### config.mk
export PLATFORM = sky130hd
export DESIGN_NAME = rdy_ack_serializer
export DESIGN_NICKNAME = d
export VERILOG_FILES = /design/src/rtl/rdy_ack_serializer.sv
export SDC_FILE = /design/constraint.sdc
export NUM_CORES = 1
export LEC_CHECK = 0
export ABC_AREA = 1
export CAP_MARGIN = 0
export CORE_AREA = 10 10 66 109
export CTS_CLUSTER_SIZE = 8
export DETAILED_ROUTE_END_ITERATION = 10
export DIE_AREA = 0 0 76 119
export HOLD_SLACK_MARGIN = 0.15
export SYNTH_ARGS = -nofsm -noshare
export SYNTH_HDL_FRONTEND = slang
export SYNTH_SLANG_ARGS = --single-unit
### constraint.sdc
create_clock -name clk -period 3.3 [get_ports clk]
set_clock_uncertainty 0.1 [all_clocks]
set_input_delay 0.495 -clock clk [delete_from_list [all_inputs] [get_ports clk]]
set_output_delay 0.495 -clock clk [all_outputs]
set_load 0.005 [all_outputs]
### src/rtl/rdy_ack_serializer.sv
// Wide-to-narrow rdy/ack serializer: accepts one word per upstream handshake and
// emits it LSB-first as SEG_N_M1+1 segments, reloading on the last segment for zero bubbles.
module rdy_ack_serializer #(
    parameter int SEG_DW_M1 = 7,
    parameter int SEG_N_M1  = 3,
    parameter int IN_DW_M1  = 31,
    parameter int CW_M1     = 1
) (
    input  logic                 clk,
    input  logic                 rst_n,
    input  logic                 i_rdy,
    output logic                 i_ack,
    input  logic [IN_DW_M1:0]    i_data,
    output logic                 o_rdy,
    input  logic                 o_ack,
    output logic [SEG_DW_M1:0]   o_data,
    output logic                 o_first,
    output logic                 o_last,
    output logic                 busy
);

    localparam int              SEG_W    = SEG_DW_M1 + 1;
    localparam int              CW       = CW_M1 + 1;
    localparam logic [CW_M1:0]  LAST_CNT = CW'(SEG_N_M1);

    typedef enum logic {
        IDLE = 1'b0,
        SEND = 1'b1
    } state_t;

    state_t              state_q, state_d;
    logic [IN_DW_M1:0]   shreg_q, shreg_d;
    logic [CW_M1:0]      seg_cnt_q, seg_cnt_d;
    logic                i_deal, o_deal;

    assign o_rdy   = (state_q == SEND);
    assign busy    = o_rdy;
    assign o_first = o_rdy && (seg_cnt_q == '0);
    assign o_last  = o_rdy && (seg_cnt_q == LAST_CNT);
    assign o_data  = shreg_q[SEG_DW_M1:0];

    // Accepting a new word while the last segment leaves is what removes the bubble.
    assign i_ack  = !o_rdy || (o_ack && o_last);
    assign i_deal = i_rdy && i_ack;
    assign o_deal = o_rdy && o_ack;

    always_comb begin
        // NOTE: every output of this block gets a default first so no path leaves it unassigned (no latch).
        state_d   = state_q;
        shreg_d   = shreg_q;
        seg_cnt_d = seg_cnt_q;
        if (i_deal) begin
            shreg_d   = i_data;
            seg_cnt_d = '0;
            state_d   = SEND;
        end else if (o_deal && !o_last) begin
            shreg_d   = shreg_q >> SEG_W;
            seg_cnt_d = seg_cnt_q + CW'(1);
        end else if (o_deal) begin
            // Last segment gone with no replacement: shreg is held so o_data keeps its value.
            state_d   = IDLE;
            seg_cnt_d = '0;
        end
    end

    always_ff @(posedge clk or negedge rst_n) begin
        if (!rst_n) begin
            // NOTE: the datapath register is reset too, so o_data reads 0 straight out of reset.
            state_q   <= IDLE;
            shreg_q   <= '0;
            seg_cnt_q <= '0;
        end else begin
            // NOTE: non-blocking assignments so every register samples the pre-edge values.
            state_q   <= state_d;
            shreg_q   <= shreg_d;
            seg_cnt_q <= seg_cnt_d;
        end
    end

endmodule

==> results_dict.tcl <==
set metrics [dict create \
    crit_path_end_kind "output port" \
    path_clk_slew_ns 0.07 \
    diodes 0 \
    crit_path_cell_trace "clkdlybuf4s50_1, nand2_1, nand2_2, clkdlybuf4s50_1" \
    reg2reg_depth 7 \
    cp_top_family "buffers and inverters" \
    multiInputGateArea_um2 949.7 \
    core_um2 5450 \
    setup_viol 0 \
    nets 321 \
    holdBufCountCts 0 \
    synthCells 249 \
    hold_class "input pin to asynchronous set/reset pin" \
    cts_max_level 2 \
    instances_no_fill 360 \
    start_kind "input pin" \
    synth_adder_area_share_pct 1.208 \
    cts_tree "built" \
    wl_mm 4.649 \
    drtIter0Drc 152 \
    rows 36 \
    num_vias 1639 \
    finalCritPeriodShare_pct 70.14 \
    cts_sinks 35 \
    criticalPathCategory "input pin to output port" \
    cts_root_buf "clkbuf_8" \
    syn-mean-instance-area_um2 8.321 \
    crit_arrival_ns 1.72 \
    n_fill_cell 555 \
    antenna_found_initial 0 \
    num_io_pins 49 \
    cts_buffers 5 \
    outcome "finished clean" \
    p_per_area_nw_per_um2 682.5 \
    crit_fanout 3 \
    whs_ns 0.1866 \
    portBuffers 48 \
    fin_setup_tns_ns 0 \
    regArea_um2 875.8 \
    ant_nets 0 \
    syn2layout_area_growth_pct 25.85 \
    max_freq_ghz 0.4320 \
    cpMostUsedCell "clkdlybuf4s50_1" \
    die_h_um 119 \
    netlist-cell-type-count 17 \
    synth_xor_area_share_pct 0 \
    cts_max_path_buffers 2 \
    wl_per_cell_um 12.91 \
    grt_max_degree 46 \
    grt.overflow.total 0 \
    syn_area_um2 2072 \
    mostFrequentLayoutCells "99 x nand2_1, 47 x clkdlybuf4s50_1, 35 x dfrtp_1" \
    yosys_warnings 0 \
    synth-compound-area-share_pct 0.7246 \
    place_inst 352 \
    drive_gt1_share_pct 16.90 \
    place_congestion 0.6968 \
    vias_per_cell 4.553 \
    period_minus_slack_ns 2.315 \
    ys_ff_latch 35 \
    die_area_um2 9044 \
    syn_nets 287 \
    irDropWorstVdd_mv 0.4358 \
    crit_path_max_incr_delay_ns 0.53 \
    reg2reg_to "shreg_q[4]" \
    required_ns 2.70 \
    grt_pass1_wl_mm 8.010 \
    hold_viol 0 \
    reg2reg_slack_ns 1.51 \
    start_util_pct 38.02 \
    worst_pin_slew_ns 0.8382 \
    crit_buf_inv 2 \
    final_common_cell "nand2_1" \
    seq_area_frac_synth_pct 42.27 \
    die_w_um 76 \
    synth_top_family_by_area "simple AND/OR/NAND/NOR gates" \
    grt_pass1_vias 1627 \
    synth_simple_gate_area_share_pct 43.90 \
    relSlewSlack_pct 44.04 \
    p_leak_nw 1.301 \
    clk-insertion-delay-late_ns 0.29 \
    dpl.hpwl_mm 3.167 \
    dr.pass1.iters 4 \
    maxCapViolCount 0 \
    slew_viol_final 0 \
    synth.mux.area_fraction_pct 0 \
    route.detailed.drc 0 \
    grt_setup_unrepaired "no" \
    final_util_pct 47.84 \
    post_cts_buffers 0 \
    crit_slowest_cell "clkdlybuf4s50_1" \
    rr_startpoint "seg_cnt_q[0]" \
    post_cts_resized 0 \
    grt_util_all_layers_pct 10.63 \
]
-- metrics by stage --
stage               total power, W  cell area [um2]  worst slack (ns)
finish                    0.001780             2608            0.9854
floorplan                 0.001219             2072             1.731
global placement          0.001394             2490            0.9628
global route              0.001937             2608            0.9096
detailed placement        0.001411             2490            0.9789
CTS                       0.001819             2608            0.9675
-- report_power, final --
| part | leakage, nW | switching [W] | internal (W) |
|---|---|---|---|
| clock network | 0.0612 | 0.000156 | 0.000244 |
| logic | 0.782 | 0.000362 | 0.000321 |
| registers | 0.458 | 0.000107 | 0.000588 |
-- logic make-up after synthesis --
group / Yosys count
fa+ha+maj: 2
simple gates: 167
compound gates: 3
flops: 35
buf+inv: 42
-- Yosys cell counts --
cell type   n  area, um2
o21ai_0     3      15.01
buf_1       1      3.750
buf_2       5      25.02
dfrtp_1    35      875.8
nand3b_1   13      97.59
buf_6       5      56.30
ha_1        2      25.02
inv_1      16      60.06
nand2_4     1      11.26
nand3_2    30      300.3
nand2_1    99      371.6
nor2_4      1      11.26
inv_2       1      3.750
nand3_1    21      105.1
buf_4      12      90.09
nand2_2     2      12.51
clkbuf_1    2      7.510
-- routing by layer --
metal	vias up	global-route usage, %	wire length (um)	part of all wire [%]
met3	4	2.786	193	4.2
met5	-	0	0	0
met2	34	17.63	2334	50
met1	756	12.81	2064	44
met4	0	3.929	56	1.2
li1	845	-	-	-
-- final cells by class --
| cell class | instances | area share, % |
|---|---|---|
| Inverter | 17 | 2.447 |
| Multi-Input combinational cell | 172 | 36.42 |
| Clock inverter | 2 | 1.344 |
| Sequential cell | 35 | 33.59 |
| Tap cell | 76 | 3.647 |
| Clock buffer | 6 | 3.167 |
| Timing Repair Buffer | 52 | 19.39 |
-- how the worst max path moves through the flow --
| stage | from | to | slack (ns) | cells after the start |
|---|---|---|---|---|
| after global routing | o_ack | i_ack | 0.91 | 4 |
| after CTS | o_ack | i_ack | 0.97 | 4 |
| after floorplan | seg_cnt_q[0] | i_ack | 1.73 | 4 |
| after detailed placement | o_ack | i_ack | 0.98 | 4 |
| after global placement | o_ack | i_ack | 0.96 | 4 |
| final | o_ack | i_ack | 0.99 | 4 |
-- flip-flops by register name, summed over array words and instances (netlist names) --
| signal | cells |
|---|---|
| shreg_q | 32 |
| seg_cnt_q | 2 |
| busy | 1 |
(Power assumes the default switching activity.)
